**src/rtl/adbg_or1k_stall_sequencer.sv**
```systemverilog
// Debug stall/reset sequencer for NB_CORES OR1K cores. Host commands become per-core
// stall and reset masks, and per-core breakpoints are merged into sticky stall state.
module adbg_or1k_stall_sequencer #(
   parameter int unsigned NB_CORES     = 4,
   parameter int unsigned SETTLE_CYC   = 2,
   parameter int unsigned RST_LEN      = 8,
   parameter bit          BP_STALL_ALL = 1'b1
) (
   input  logic                tck_i,
   input  logic                rst_i,
   input  logic                cmd_valid_i,
   output logic                cmd_ready_o,
   input  logic [1:0]          cmd_op_i,
   input  logic [NB_CORES-1:0] cmd_mask_i,
   input  logic [NB_CORES-1:0] bp_i,
   output logic [NB_CORES-1:0] stall_o,
   output logic [NB_CORES-1:0] cpu_rst_o,
   output logic [NB_CORES-1:0] bp_hit_o,
   output logic                busy_o,
   output logic                cmd_done_o
);

   localparam int unsigned MaxCyc = (SETTLE_CYC > RST_LEN) ? SETTLE_CYC : RST_LEN;
   localparam int unsigned CntW   = $clog2(MaxCyc + 1);

   localparam logic [1:0] OpStall   = 2'b01;
   localparam logic [1:0] OpUnstall = 2'b10;
   localparam logic [1:0] OpReset   = 2'b11;

   typedef enum logic [2:0] {
      StIdle,
      StStallWait,
      StRstAssert,
      StRstRelease,
      StDone
   } state_e;

   state_e              state_q, state_d;
   logic [CntW-1:0]     cnt_q, cnt_d;
   logic [NB_CORES-1:0] mask_q, mask_d;
   logic [NB_CORES-1:0] stall_q, stall_d;
   logic [NB_CORES-1:0] hit_q, hit_d;
   logic [NB_CORES-1:0] crst_q, crst_d;

   always_ff @(posedge tck_i) begin
      if (rst_i) begin
         state_q <= StIdle;
         cnt_q   <= '0;
         mask_q  <= '0;
         stall_q <= '0;
         hit_q   <= '0;
         crst_q  <= '0;
      end else begin
         state_q <= state_d;
         cnt_q   <= cnt_d;
         mask_q  <= mask_d;
         stall_q <= stall_d;
         hit_q   <= hit_d;
         crst_q  <= crst_d;
      end
   end

   always_comb begin
      state_d = state_q;
      cnt_d   = (cnt_q != '0) ? cnt_q - 1'b1 : '0;
      mask_d  = mask_q;
      stall_d = stall_q;
      hit_d   = hit_q;
      crst_d  = '0;

      case (state_q)
         StIdle: begin
            if (cmd_valid_i) begin
               mask_d  = cmd_mask_i;
               state_d = StDone;
               cnt_d   = '0;
               // A zero mask turns any op into a plain acknowledge.
               if (cmd_mask_i != '0) begin
                  case (cmd_op_i)
                     OpStall: stall_d = stall_q | cmd_mask_i;
                     OpUnstall: begin
                        stall_d = stall_q & ~cmd_mask_i;
                        hit_d   = hit_q & ~cmd_mask_i;
                     end
                     OpReset: begin
                        stall_d = stall_q | cmd_mask_i;
                        cnt_d   = CntW'(SETTLE_CYC - 1);
                        state_d = StStallWait;
                     end
                     default: ;
                  endcase
               end
            end
         end
         StStallWait: begin
            if (cnt_q == '0) begin
               state_d = StRstAssert;
               cnt_d   = CntW'(RST_LEN - 1);
               crst_d  = mask_q;
            end
         end
         StRstAssert: begin
            crst_d = mask_q;
            if (cnt_q == '0) begin
               state_d = StRstRelease;
               cnt_d   = CntW'(SETTLE_CYC - 1);
               crst_d  = '0;
            end
         end
         StRstRelease: begin
            if (cnt_q == '0) begin
               state_d = StDone;
               cnt_d   = '0;
               hit_d   = hit_q & ~mask_q;
            end
         end
         StDone: begin
            state_d = StIdle;
            cnt_d   = '0;
         end
         default: begin
            state_d = StIdle;
            cnt_d   = '0;
         end
      endcase

      // Breakpoints are applied last so they override any command clear.
      hit_d = hit_d | bp_i;
      if (BP_STALL_ALL) begin
         if (|bp_i) stall_d = '1;
      end else begin
         stall_d = stall_d | bp_i;
      end
   end

   assign stall_o     = stall_q | bp_i;
   assign cpu_rst_o   = crst_q;
   assign bp_hit_o    = hit_q;
   assign cmd_ready_o = (state_q == StIdle);
   assign busy_o      = (state_q != StIdle);
   assign cmd_done_o  = (state_q == StDone);

endmodule

```
**config.mk**
```make
export PLATFORM = sky130hd
export DESIGN_NAME = adbg_or1k_stall_sequencer
export DESIGN_NICKNAME = d
export VERILOG_FILES = /design/src/rtl/adbg_or1k_stall_sequencer.sv
export SDC_FILE = /design/constraint.sdc
export NUM_CORES = 1
export LEC_CHECK = 0
export BUFFER_PORTS_ARGS = -buffer_cell sky130_fd_sc_hd__buf_2
export CORE_MARGIN = 8
export CORE_UTILIZATION = 28
export DETAILED_ROUTE_END_ITERATION = 16
export PLACE_DENSITY = 0.56
export SETUP_SLACK_MARGIN = 0.2
export SLEW_MARGIN = 20
export SYNTH_ARGS = -nofsm -noshare
export SYNTH_HDL_FRONTEND = slang
export SYNTH_SLANG_ARGS = --single-unit
export TNS_END_PERCENT = 1
```
**constraint.sdc**
```tcl
create_clock -name tck_i -period 4.88 [get_ports tck_i]
set_input_delay 0.976 -clock tck_i [delete_from_list [all_inputs] [get_ports tck_i]]
set_output_delay 0.976 -clock tck_i [all_outputs]
set_load 0.05 [all_outputs]
```
==> Word level (Yosys, flattened, before mapping) <==
Cells that the tools add are included.
{ "totals": {"regBits": 23, "inputBits": 13, "out_inout_bits": 15, "word_cells": 68} }
{ "classes": {"addsub": 1, "eq_ne": 11, "n_mux": 28, "bitwise": 8, "n_reduce_logical": 14} }
{ "op_table": {"columns": ["op", "count"], "rows": [
  ["$mux W4", 15],
  ["$pmux W4 S2", 3],
  ["$mux W3", 6],
  ["$pmux W4 S4", 1],
  ["$and A4 B4 Y4", 3],
  ["$or A4 B4 Y4", 3],
  ["$pmux W3 S4", 1],
  ["$ne A2 B2 Y1 const B", 4],
  ["$not A4 Y4", 2],
  ["$reduce_and A4 Y1", 2],
  ["$reduce_bool A4 Y1", 2],
  ["$eq A3 B2 Y1 const B", 2],
  ["$reduce_bool A2 Y1", 3],
  ["$reduce_bool A3 Y1", 2],
  ["$eq A2 B2 Y1 const B", 2],
  ["$logic_not A4 Y1", 1],
  ["$reduce_or A4 Y1", 1],
  ["$sub A4 B1 Y4 const B", 1],
  ["$eq A3 B1 Y1 const B", 1],
  ["$eq A3 B3 Y1 const B", 1],
  ["$logic_not A3 Y1", 1],
  ["$eq A2 B1 Y1 const B", 1],
  ["$mux W1", 2],
  ["$reduce_and A2 Y1", 1],
  ["$reduce_or A2 Y1", 1]
]} }

==> Depth between registers and ports, before layout <==
{ "depth": {"ltp_word": 7, "depth_mapped": 6, "depth_no_buf": 5} }

==> Worst setup path after synthesis <==
OpenSTA, ideal clock, no wires.
{ "synth_timing": {"kind": "flip-flop to output port", "start": "reg state_q[0]", "end": "out cmd_ready_o", "t_arrival_ns": 1.528, "t_required_ns": 3.904, "path_slack_ns": 2.376, "path_stages_with_launch": 4, "path_buffers": 1, "path_cell_list": "dfxtp_1 clkbuf_1 or3_1 inv_1"} }
{ "synth_between": {"elab_chain_len": 1} }
{ "synth_lines": {"columns": ["element", "line", "rtl"], "rows": [
  ["from (decl)", "38", "state_e state_q, state_d;"],
  ["from (signal assigned)", "47", "state_q <= StIdle;"],
  ["from (signal assigned)", "54", "state_q <= state_d;"],
  ["$logic_not A3 Y1", "139", "assign cmd_ready_o = (state_q == StIdle);"],
  ["to (decl)", "12", "output logic cmd_ready_o,"]
]} }
Every way passes these cells.

==> Worst setup path in the final report <==
{ "layout_timing": {"start": "in bp_i[0]", "end": "out stall_o[0]"} }
{ "layout_between": {"elab_chain_len": 1} }
{ "layout_lines": {"columns": ["element", "line", "rtl"], "rows": [
  ["from (decl)", "15", "input logic [NB_CORES-1:0] bp_i,"],
  ["$or A4 B4 Y4", "136", "assign stall_o = stall_q | bp_i;"],
  ["to (decl)", "16", "output logic [NB_CORES-1:0] stall_o,"]
]} }
Every way passes these cells.

==> run metrics <==
initial antenna violation count=0; final WL=2.962 mm; CTS max path bufs=2; power per cell area=398.8 nW/µm²; Mapped Cells=141; row cnt=23; # IOs=28; chip width=81.12 µm; Setup crit end kind=output port; Final Util=34.38%; period utilisation layout=52.00%; CP arrival=1.56 ns; Seq pwr share=41.5%; Critical Path, Cell by Cell=buf_2 -> or2_2 -> buf_2; crit-path max cell delay=0.26 ns; Vias/cell=4.977; setup bufs post-CTS=0; commonest non-fill, non-tap cell in the layout=buf_2; synth-to-layout area growth=16.65%; Worst Hold End=mask_q[1]; fmax=394.0 MHz; crit-path leading delay family=buffers and inverters; setup TNS=0 ns; CTS Sinks=23; most frequent cells in the layout=buf_2 (27), dfxtp_1 (23), nand2_1 (16), inv_1 (14), nor3_1 (12); Post-synth ARST share=0%; post-layout min period=2.538 ns; Clock transition at path regs=0.08 ns; GRT overflow=0; Ys Warns=0; # hold bufs at CTS=0; CP most frequent cell=buf_2; Net Sw Frac=38.68%; CTS tree=done; combinational share of power=37.6%; GRT Total Usage=9.750%; flops & latches, synth=23; cell area after synthesis=1187 µm²; ant diodes=0; max_slew headroom=48.77%; setup slack, reg-to-reg=3.12 ns; H-Tree Depth=1; CP max FO=3; Routed Antenna Nets=0; share of layout cells above drive strength 1=26.22%; Mapped Nets=156; Sw Pwr=213.6 µW; Yosys cell types=40; Yosys top cell area share=38.78%; peak supply drop=0.2090 mV; Hold Startpoint=mask_q[1]; Residual DRC=0; Power Internal=338.7 µW; Final Skew=0.006012 ns; status=finished, final reports clean; Num CTS Buffers=3; slowest cell on the critical path=or2_2; Final Slew Violations=0; gpl congestion=0.8420; Final nets=180; grt met1 use=13.04%; clk_lat worst skew=0.26 ns; Die Height=81.12 µm; WHS Path Cells=2; die area=6580 µm²; met2 Use GR=15.08%; Leak=0.5573 nW; Startpoint Class=input pin; Post-CTS Resized=0; Worst Reg-to-Reg Cells=3; DR iter-0 viols=123; DR pass1 iterations=4; worst slew pin tran=0.7614 ns; pin count of the biggest net entering global routing=16; number of maximum-capacitance violations=0; unrepaired setup endpoints after global routing=no; Synth Area per Inst=8.421 µm²; Filler Cells Inserted=445; core area=4029 µm²; CP required=3.90 ns; Worst Hold Class=register to register; post-synthesis sequential area ratio=38.78%; Buf/Inv on CP=2; reg-to-reg endpoint=cnt_q[0]; vias in the first global route=1,108; largest cells by area after synthesis=dfxtp_1 (39%), nor3_1 (5.1%), nand2_1 (5.1%); Setup CP Type=input pin to output port; PortBufs=27; via count=1,065; GR Util met3=3.863%; clock root cell=clkbuf_8; first-pass GRT wire length=5.257 mm; DP Wirelength=2.340 mm; wire length per cell=13.84 µm; Clock power frac=20.9%; post-synth top area cell=dfxtp_1; GR peak layer=met2; Setup-failing EPs final=0; Post-synth top flop=dfxtp_1; RR Startpoint=state_q[0]; Initial Util=29.47%; Hold Fails Final Rpt=0; Post-synth EDFFs=0
==> power groups by stage <==
stage                     clock [mW]  sequential, mW  combinational, mW
after CTS                      0.119           0.229              0.208
after floorplan                    0           0.236              0.165
after detailed placement           0           0.234              0.207
final                          0.116           0.229              0.207
after global placement             0           0.234              0.208
after global routing           0.129           0.233              0.231
==> logic make-up after synthesis <==
logic type,count (synthesis),share of synthesized area (%)
compound gates,33,20.76
xor+xnor,2,1.476
fa+ha+maj,2,2.107
buf+inv,22,8.324
flops,23,38.78
mux,2,1.686
simple gates,57,26.87
==> Yosys cell counts, drive strengths merged (2+ instances only) <==
cell and n:
nor4 2, o31ai 4, o311ai 4, nor2b 3, nand2 16, nor3 12
nor2 3, mux2i 2, nand2b 2, ha 2, o2bb2ai 4, buf 2
clkbuf 6, nand3 4, nor3b 2, dfxtp 23, a31oi 4, a21oi 7
o21ai 3, or2 6, inv 14
==> registers in the layout, summed over array words and instances (netlist names) <==
register,count
cpu_rst_o,4
bp_hit_o,4
cnt_q,4
state_q,3
stall_q,4
mask_q,4
==> area by class of cell <==
class	count	area (µm²)	area share, %
multi-input cells	96	628.1	45.35
flip-flops and latches	23	460.4	33.24
repair buffers	27	135.1	9.756
well taps	50	62.56	4.517
inverters	14	52.55	3.794
clock buffers	3	41.29	2.981
clock inverters	1	5.005	0.3613
==> how the worst max path moves through the flow <==
stage | startpoint | to | slack, ns | depth (start not counted)
3_5_place_dp | bp_i[0] | stall_o[0] | 2.34 | 3
3_3_place_gp | bp_i[0] | stall_o[0] | 2.35 | 3
5_1_grt | bp_i[2] | stall_o[2] | 2.31 | 3
4_1_cts | bp_i[0] | stall_o[0] | 2.34 | 3
6_report | bp_i[0] | stall_o[0] | 2.34 | 3
2_1_floorplan | state_q[0] | cmd_ready_o | 2.38 | 3
==> worst register-to-register path, cell delays in order, from the launching register on <==
cell	delay, ns
dfxtp_1	0.46
or4b_4	0.69
or4_1	0.46
o21ai_1	0.09
==> per-layer routing <==
metal | vias up | share of wire, %
met5 | - | 0
met4 | 0 | 0
met3 | 0 | 6.4
met2 | 30 | 43
met1 | 487 | 51
li1 | 548 | -
==> metrics by stage <==
step	cell area [µm²]	std cells	power [mW]	hold slack [ns]	worst slack (ns)
global route	1385	214	0.5930	0.4996	2.311
detailed placement	1339	210	0.4407	0.4485	2.340
floorplan	1187	141	0.4004	0.4363	2.376
CTS	1385	214	0.5565	0.4605	2.336
global placement	1339	210	0.4416	0.4461	2.345
finish	1385	214	0.5523	0.4593	2.342
(Power assumes the default switching activity.)
